==> config.mk <==
export PLATFORM = sky130hd
export DESIGN_NAME = spi_flash_init_loader
export DESIGN_NICKNAME = d
export VERILOG_FILES = /design/src/rtl/spi_flash_pkg.sv /design/src/rtl/spi_shift_engine.sv /design/src/rtl/spi_flash_init_loader.sv
export SDC_FILE = /design/constraint.sdc
export NUM_CORES = 1
export LEC_CHECK = 0
export ABC_AREA = 1
export BUFFER_PORTS_ARGS = -buffer_cell sky130_fd_sc_hd__buf_2
export CAP_MARGIN = 15
export CORE_ASPECT_RATIO = 0.6
export CORE_MARGIN = 2
export CORE_UTILIZATION = 55
export CTS_BUF_LIST = sky130_fd_sc_hd__clkbuf_8
export DETAILED_ROUTE_END_ITERATION = 12
export HOLD_SLACK_MARGIN = 0.03
export PLACE_DENSITY_LB_ADDON = 0.1
export SETUP_SLACK_MARGIN = 0.3
export SYNTH_ARGS = -nofsm -noshare
export SYNTH_HDL_FRONTEND = slang
export SYNTH_HIERARCHICAL = 1
export SYNTH_SLANG_ARGS = --single-unit
==> constraint.sdc <==
create_clock -name clk -period 3 [get_ports clk]
set_input_delay 0.45 -clock clk [delete_from_list [all_inputs] [get_ports clk]]
set_output_delay 0.45 -clock clk [all_outputs]
set_load 0.02 [all_outputs]
==> src/rtl/spi_flash_pkg.sv <==
// Shared types and constants for the SPI flash init loader.
package spi_flash_pkg;
  localparam int IMG_AW   = 21;
  localparam int FLASH_AW = 24;
  localparam logic [7:0] READ_OP = 8'h03;

  typedef enum logic [2:0] {
    IDLE, CMD, DATA, PRESENT, HOLD, DESEL
  } state_t;

  // Image addresses sit at a fixed offset in flash; the sum wraps at 24 bits.
  function automatic logic [FLASH_AW-1:0] flash_addr(input logic [FLASH_AW-1:0] base,
                                                     input logic [IMG_AW-1:0] a);
    return base + {{(FLASH_AW-IMG_AW){1'b0}}, a};
  endfunction
endpackage

==> src/rtl/spi_shift_engine.sv <==
// SPI mode-0 bit engine: SCK generation, MSB-first TX shift and RX capture.
module spi_shift_engine #(
  parameter int CLK_DIV = 2
) (
  input  logic        clk,
  input  logic        rst,
  input  logic        i_start,
  input  logic [5:0]  i_nbits,
  input  logic [31:0] i_tx,
  input  logic        i_miso,
  output logic        o_sck,
  output logic        o_mosi,
  output logic        o_done,
  output logic [7:0]  o_rx
);
  localparam logic [3:0] DIV_LAST = 4'(CLK_DIV - 1);

  logic        r_active;
  logic        r_sck;
  logic [3:0]  r_div;
  logic [5:0]  r_bits;
  logic [31:0] r_shreg;
  logic [7:0]  r_rx;
  logic        w_edge;

  assign w_edge = r_active && (r_div == DIV_LAST);
  assign o_done = w_edge && r_sck && (r_bits == 6'd1);
  assign o_sck  = r_sck;
  assign o_mosi = r_active & r_shreg[31];
  assign o_rx   = r_rx;

  always_ff @(posedge clk) begin
    if (rst) begin
      r_active <= 1'b0;
      r_sck    <= 1'b0;
      r_div    <= 4'd0;
      r_bits   <= 6'd0;
    end else if (i_start) begin
      r_active <= 1'b1;
      r_sck    <= 1'b0;
      r_div    <= 4'd0;
      r_bits   <= i_nbits;
    end else if (w_edge) begin
      r_div <= 4'd0;
      r_sck <= ~r_sck;
      // A bit completes on its falling edge.
      if (r_sck) begin
        r_bits <= r_bits - 6'd1;
        if (r_bits == 6'd1) r_active <= 1'b0;
      end
    end else if (r_active) begin
      r_div <= r_div + 4'd1;
    end
  end

  always_ff @(posedge clk) begin
    if (i_start) r_shreg <= i_tx;
    else if (w_edge && r_sck) r_shreg <= {r_shreg[30:0], 1'b0};
    if (w_edge && !r_sck) r_rx <= {r_rx[6:0], i_miso};
  end
endmodule

==> src/rtl/spi_flash_init_loader.sv <==
// Fetches single image bytes from SPI flash; keeps CS low between requests
// so that sequential addresses stream without a new READ command.
module spi_flash_init_loader
  import spi_flash_pkg::*;
#(
  parameter logic [FLASH_AW-1:0] FLASH_BASE = 24'h100000,
  parameter logic [IMG_AW-1:0]   IMAGE_LAST = 21'h1FFFFF,
  parameter int                  CLK_DIV    = 2
) (
  input  logic              clk,
  input  logic              rst,
  input  logic              init_req,
  input  logic [IMG_AW-1:0] init_address,
  output logic [7:0]        init_data,
  output logic              init_ready,
  output logic [IMG_AW-1:0] init_stop,
  output logic              spi_cs_n,
  output logic              spi_sck,
  output logic              spi_mosi,
  input  logic              spi_miso,
  output logic              busy
);
  localparam logic [6:0] DESEL_LAST = 7'(4*CLK_DIV - 1);
  localparam logic [6:0] DESEL_GO   = 7'(4*CLK_DIV);

  state_t            r_state, w_next;
  logic [IMG_AW-1:0] r_addr, r_next, r_pend_addr;
  logic              r_wrap, r_pend, r_cs_n, r_ready;
  logic [6:0]        r_cnt;
  logic [7:0]        r_data;

  logic              w_start, w_done, w_cap, w_cs_low, w_cs_high, w_present, w_pend_clr;
  logic [5:0]        w_nbits;
  logic [31:0]       w_tx;
  logic [7:0]        w_rx;
  logic              w_req, w_hit;
  logic [IMG_AW-1:0] w_req_addr, w_cap_addr;

  // A fresh request wins over a parked one.
  assign w_req      = init_req | r_pend;
  assign w_req_addr = init_req ? init_address : r_pend_addr;
  assign w_hit      = (w_req_addr == r_next) && !r_wrap;

  assign busy       = (r_state != IDLE) && (r_state != HOLD);
  assign init_stop  = IMAGE_LAST;
  assign init_data  = r_data;
  assign init_ready = r_ready;
  assign spi_cs_n   = r_cs_n;

  always_ff @(posedge clk) begin
    if (rst) r_state <= IDLE;
    else     r_state <= w_next;
  end

  always_comb begin
    w_next     = r_state;
    w_start    = 1'b0;
    w_nbits    = 6'd32;
    w_tx       = 32'h0;
    w_cap      = 1'b0;
    w_cap_addr = init_address;
    w_cs_low   = 1'b0;
    w_cs_high  = 1'b0;
    w_present  = 1'b0;
    w_pend_clr = 1'b0;
    case (r_state)
      IDLE: if (init_req) begin
        w_next   = CMD;
        w_cap    = 1'b1;
        w_cs_low = 1'b1;
        w_start  = 1'b1;
        w_tx     = {READ_OP, flash_addr(FLASH_BASE, init_address)};
      end
      CMD: if (w_done) begin
        w_next  = DATA;
        w_start = 1'b1;
        w_nbits = 6'd8;
      end
      DATA:    if (w_done) w_next = PRESENT;
      PRESENT: begin
        w_next    = HOLD;
        w_present = 1'b1;
      end
      HOLD: if (w_req) begin
        w_cap      = 1'b1;
        w_cap_addr = w_req_addr;
        w_pend_clr = 1'b1;
        if (w_hit) begin
          w_next  = DATA;
          w_start = 1'b1;
          w_nbits = 6'd8;
        end else begin
          w_next    = DESEL;
          w_cs_high = 1'b1;
        end
      end
      DESEL: begin
        // CS drops one cycle ahead of the first command clock.
        if (r_cnt == DESEL_LAST) w_cs_low = 1'b1;
        if (r_cnt == DESEL_GO) begin
          w_next  = CMD;
          w_start = 1'b1;
          w_tx    = {READ_OP, flash_addr(FLASH_BASE, r_addr)};
        end
      end
      default: w_next = IDLE;
    endcase
  end

  always_ff @(posedge clk) begin
    if (rst) begin
      r_cs_n <= 1'b1;
      r_ready <= 1'b0;
      r_data <= 8'h00;
      r_next <= '0;
      r_wrap <= 1'b0;
      r_pend <= 1'b0;
      r_cnt  <= 7'd0;
    end else begin
      r_ready <= w_present;
      if (w_present) begin
        r_data <= w_rx;
        r_next <= r_addr + 21'd1;
        r_wrap <= (r_addr == {IMG_AW{1'b1}});
      end
      if (w_cs_low)       r_cs_n <= 1'b0;
      else if (w_cs_high) r_cs_n <= 1'b1;
      r_cnt <= (r_state == DESEL) ? r_cnt + 7'd1 : 7'd0;
      if (busy && init_req) r_pend <= 1'b1;
      else if (w_pend_clr)  r_pend <= 1'b0;
    end
  end

  always_ff @(posedge clk) begin
    if (w_cap) r_addr <= w_cap_addr;
    if (busy && init_req) r_pend_addr <= init_address;
  end

  spi_shift_engine #(.CLK_DIV(CLK_DIV)) u_engine (
    .clk     (clk),
    .rst     (rst),
    .i_start (w_start),
    .i_nbits (w_nbits),
    .i_tx    (w_tx),
    .i_miso  (spi_miso),
    .o_sck   (spi_sck),
    .o_mosi  (spi_mosi),
    .o_done  (w_done),
    .o_rx    (w_rx)
  );
endmodule

* Word-level counts from Yosys, hierarchy flattened
Index checks and enable logic that the tools add are counted.
Storage, ports and cells: register bits after elaboration 137, input bits 25, output and inout port bits 34
Cells by class: $add $sub $neg 6, equality and inequality tests 17, multiplexer cells 45, bitwise logic cells 4, reductions and logical operators 23
Operators by type and width (count):
- $mux 32 | 2
- $mux 21 | 3
- $mux 26 | 2
- $pmux 26 s2 | 1
- $add 21x21->22 const A | 2
- $mux 6 | 6
- $add 21x1->21 const B | 1
- $eq 21x21->1 | 1
- $eq 21x21->1 const B | 1
- $mux 1 | 20
- $mux 3 | 6
- $pmux 3 s6 | 1
- $pmux 6 s2 | 1
- $reduce_bool 2->1 | 6
- $add 7x1->7 const B | 1
- $eq 7x3->1 const B | 1
- $eq 7x4->1 const B | 1
- $logic_and 1x1->1 | 7
- $eq 3x2->1 const B | 2
- $eq 3x3->1 const B | 2
- $eq 6x1->1 const B | 1
- $ne 2x2->1 const B | 3
- $sub 6x1->6 const B | 1
- $reduce_and 5->1 | 1
- 17 further kinds | 22

* Longest topological paths before layout
word-level depth 8, depth in mapped cells 20, depth with buffers taken out 19

* Hierarchy
Netlist, hierarchy kept.
By module, submodules not included:
- spi_flash_init_loader | times used 1, cells an instance 644, area each 4708.3 um2
- spi_shift_engine | times used 1, cells an instance 255, area each 2348.5 um2

* Worst setup path after synthesis
OpenSTA, ideal clock, no wires.
path kind register -> register, start register r_cnt[0], end register u_engine.r_bits[2], library setup time 118 ps, arrival 2200 ps, required time 2882 ps, path slack 682 ps, cell stages (with the launch flop) 13, path buffers 2, clock period less this slack 2318 ps, path through dfxtp_1 inv_1 ha_1 nand4_1 clkinv_1 nand2_1 clkbuf_1 nand3_1 buf_2 inv_2 nand2_4 o21ai_0 nor2_1
On the way: longest elaborated chain between the ends 5, elaborated cells on any way between the ends 7, classes of those cells eq/ne: 1; mux: 3; reduce/logical: 3
Ends and longest elaborated chain:
- start: declaration | line spi_flash_init_loader.sv:29 | logic [6:0] r_cnt;
- start signal: assignment | line spi_flash_init_loader.sv:128 | r_cnt <= (r_state == DESEL) ? r_cnt + 7'd1 : 7'd0;
- $eq 7x4->1 * | line spi_flash_init_loader.sv:100 | if (r_cnt == DESEL_GO) begin
- $mux 1 * | line spi_flash_init_loader.sv:100
- $pmux 1 s4 * | line spi_flash_init_loader.sv:66 | case (r_state)
- via w_start | line spi_flash_init_loader.sv:32 | logic w_start, w_done, w_cap, w_cs_low, w_cs_high, w_present, w_pend_clr;
- $reduce_bool 2->1 (no source line)
- $reduce_and 2->1 (no source line)
- end signal: assignment | line spi_shift_engine.sv:42 | r_bits <= i_nbits;
- end signal: assignment | line spi_shift_engine.sv:48 | r_bits <= r_bits - 6'd1;
- end: declaration | line spi_shift_engine.sv:21 | logic [5:0] r_bits;
The timed path passes the listed nets; every way through them passes the cells marked *. A chain may end at the register's enable or synchronous reset.

* Worst setup path in the final report
start register u_engine.r_div[1], end register u_engine.r_div[0]
On the way: longest elaborated chain between the ends 7
Ends and longest elaborated chain:
- start: declaration | line spi_shift_engine.sv:20 | logic [3:0] r_div;
- start signal: assignment | line spi_shift_engine.sv:52 | r_div <= r_div + 4'd1;
- $eq 4x1->1 | line spi_shift_engine.sv:26 | assign w_edge = r_active && (r_div == DIV_LAST);
- $logic_and 1x1->1 | line spi_shift_engine.sv:26
- $logic_and 1x1->1 (2 in series) | line spi_shift_engine.sv:27 | assign o_done = w_edge && r_sck && (r_bits == 6'd1);
- via w_done | line spi_flash_init_loader.sv:32
- $mux 1 | line spi_flash_init_loader.sv:74 | CMD: if (w_done) begin
- $pmux 1 s4 | line spi_flash_init_loader.sv:66
- via w_start | line spi_flash_init_loader.sv:32
- $reduce_or 3->1 (no source line)
The timed path passes the listed nets, and every way through them passes these cells.

==> summary.txt <==
Placed design
  – Routability Congestion: 0.9462
  – IO buf count: 37
  – Final HPWL from detailed placement: 12500 microns

Clock network
  – H-tree levels: 4
  – Reg clk slew, reported paths: 0.08 ns
  – CTS Buf Count: 17
  – CTS sink count: 137
  – Hold bufs inserted after CTS: 0
  – Clock Tree Buf Depth: 2
  – CTS tree: built
  – CTS Root Cell: clkbuf_8
  – Worst skew pair latency: 0.44 ns

Route
  – Via density: 5.466
  – Wire per inst: 15.98 microns
  – DRT iter0 DRCs: 632
  – 1st-pass router iterations: 5
  – DR vias: 6188
  – Residual DRC: 0
  – Remaining antenna violation count: 0
  – Routed Wire Length: 18090 microns

Worst setup path
  – Max FO, Critical Path: 42
  – Crit path DAT: 2.85 ns
  – Crit Path Class: reg -> reg
  – Crit path required time: 3.36 ns
  – Critical path launch point type: flip-flop
  – Worst reg2reg path depth: 18
  – R2R Path Start: u_engine/r_div[1]
  – Crit. End Element: flip-flop
  – Worst R2R End: u_engine/r_div[0]
  – Flop-to-flop setup slack: 0.51 ns

Global routing
  – Largest net degree at the start of global routing: 43
  – Vias in the first global route: 5770
  – GRT Residual Overflow: 0
  – Initial antenna violation count: 0
  – First-pass GRT wire length: 28850 microns
  – GRT Total Usage: 27.33%

Synth
  – Synthesized area: 7057 sq um
  – Post-synth EDFFs: 82
  – Synth Instances: 899
  – FF+latch count, synth: 137
  – Seq/Total Area, Yosys: 50.50%
  – Ys async rst share: 0%
  – Synth warn: 6
  – Synth Flop Type: edfxtp_1
  – Mapped Avg Cell Area: 7.850 sq um
  – Distinct cells, synth: 40

Worst hold path
  – Hold Path Stages: 1
  – Worst min-delay path category: in -> reg
  – Hold path start: spi_miso
  – Hold endpoint: u_engine/o_rx[0]

Timing
  – Final hold vios: 0
  – Max-slew violation count: 0
  – Period utilization: 82.92%
  – Slew HR: 49.93%
  – Finish-stage setup viols: 0
  – TNS Setup: 0 ns
  – Worst slew pin tran: 0.7483 ns
  – RSZ-0062 raised after global routing: no
  – Minimum clock period: 2.488 ns
  – Worst Skew: 0.01411 ns
  – Max Freq: 402.0 MHz

Status
  – Outcome: complete, no violations

Floorplan
  – Die area: 13780 sq um
  – Die X: 150.2 microns
  – Top Ports: 59
  – # rows: 31
  – Initial core utilization: 57.39%
  – Die height: 91.74 microns
  – Core Area: 12300 sq um

Power
  – Max rail drop VDD: 0.3455 mV
  – Leakage: 3.630 nW
  – Cell area power density: 842.2 nW/um^2

Finish
  – Area grow syn2layout: 11.31%
  – Final Net Count: 986
  – Fill count: 1059
  – Share of cells above drive strength 1: 11.58%
  – Core Util, Final: 63.89%
  – # diodes: 0

Job
  – MaxCap Viol Count: 0
## critical path, stage by stage, from the launching register on
cell and delay (ns):
dfxtp_1 0.33, inv_1 0.09, ha_1 0.22, nand2_4 0.08, inv_4 0.04, nand3_4 0.08
clkinv_2 0.09, nand2_1 0.11, inv_1 0.05, inv_1 0.06, nand2_1 0.07, o21ai_0 0.08
inv_1 0.09, nand2_1 0.12, nand3_2 0.14, buf_12 0.22, nor2_2 0.18, nand2_1 0.16
nor3b_2 0.19
## area by class of cell
cell class	count	area (sq um)	share of cell area (%)
multi-input cells	643	2935	37.37
well taps	165	206.4	2.628
clock buffers	18	247.7	3.154
repair buffers	56	365.4	4.651
clock inverters	14	158.9	2.023
flip-flops and latches	137	3563	45.36
inverters	99	377.9	4.810
## how the worst max path moves through the flow
stage / from / end / slack [ns] / cells after the start
after floorplan: r_cnt[0] / u_engine/r_bits[2] / 0.68 / 12
after global placement: init_req / u_engine/r_bits[2] / 0.18 / 19
after detailed placement: init_req / u_engine/r_bits[2] / 0.10 / 19
after CTS: u_engine/r_div[1] / u_engine/r_bits[1] / 0.43 / 19
after global routing: u_engine/r_div[1] / u_engine/r_div[0] / 0.32 / 18
final: u_engine/r_div[1] / u_engine/r_div[0] / 0.51 / 18
## power breakdown
part	leakage, nW	total [W]	internal [W]	switching, W
Sequential	1.23	0.00295	0.00267	0.000281
Clock	0.201	0.00156	0.000834	0.000729
Combinational	2.20	0.00210	0.000658	0.00144
## stage by stage
step | power (W) | instances | hold slack (ns) | area (sq um) | worst slack (ns)
6_report | 0.006615 | 1132 | 0.1950 | 7855 | 0.5123
5_1_grt | 0.007031 | 1132 | 0.1732 | 7855 | 0.3205
4_1_cts | 0.006552 | 1129 | 0.1760 | 7820 | 0.4265
3_5_place_dp | 0.004994 | 1097 | 0.4349 | 7413 | 0.1019
3_3_place_gp | 0.004935 | 1097 | 0.4298 | 7413 | 0.1843
2_1_floorplan | 0.004372 | 930 | 0.4173 | 7173 | 0.6824
## metal layers
layer  track usage, %  wire length [microns]
met4            10.22                    402
met3            7.015                   1952
met1            38.62                   7990
met5                0                      0
met2            40.53                   7748
## cells by family after synthesis
family / count (synthesis) / synth area share (%)
adder cells (fa/ha/maj): 7 / 1.241
buffers and inverters: 150 / 9.734
XOR/XNOR: 18 / 2.234
other: 2 / 0.1064
flip-flops: 137 / 50.50
multiplexers: 1 / 0.1418
AND/OR/NAND/NOR: 484 / 28.51
AO/OA/AOI/OAI: 100 / 7.535
## Yosys cell counts, types with 3 or more instances
cell / n / area share, %
buf_6: 3 / 0.48
buf_4: 24 / 2.6
nor3_2: 4 / 0.57
nor2_2: 3 / 0.27
dfxtp_1: 55 / 16
inv_1: 94 / 5.0
nor3_1: 5 / 0.35
o22ai_1: 14 / 1.2
o21ai_0: 46 / 3.3
a21oi_1: 33 / 2.3
clkbuf_1: 16 / 0.85
xor2_1: 15 / 1.9
nor3b_1: 3 / 0.32
edfxtp_1: 82 / 35
xnor2_1: 3 / 0.37
nand2_2: 8 / 0.71
ha_1: 7 / 1.2
nand4_1: 5 / 0.44
buf_2: 6 / 0.43
nand2_1: 318 / 17
nand3_1: 50 / 3.5
nor2_1: 81 / 4.3
## what timing repair did
item / CTS / global route
setup endpoints to repair: 0 / 25
setup buffers: 0 / 3
gates resized for setup: 0 / 3
## cells in the final DEF, fill, tap and decap left out, types with 4 or more instances in the layout
cell type	synthesis	routed
buf_2	6	37
nor2_1	81	80
o22ai_1	14	14
clkinvlp_4	0	4
edfxtp_1	82	82
ha_1	7	7
conb_1	2	33
a21oi_1	33	33
o21ai_0	46	46
nor2_2	3	4
nand3_1	50	49
nor3_1	5	5
xor2_1	15	15
dfxtp_1	55	55
inv_1	94	96
clkbuf_8	0	18
nand2_2	8	8
nand4_1	5	5
nand2_1	318	318
buf_4	24	16
nor3_2	4	4
## flip-flops by register name, indices dropped and copies added (netlist names)
register / count
r_pend_addr: 21
u_engine/r_active: 1
u_engine/r_bits: 6
u_engine/o_rx: 8
u_engine/r_div: 4
r_pend: 1
r_cnt: 7
init_data: 8
spi_cs_n: 1
r_wrap: 1
r_next: 21
u_engine/o_sck: 1
r_addr: 21
init_ready: 1
u_engine/r_shreg: 32
r_state: 3
Note: power is estimated with default switching activity, not from simulation.
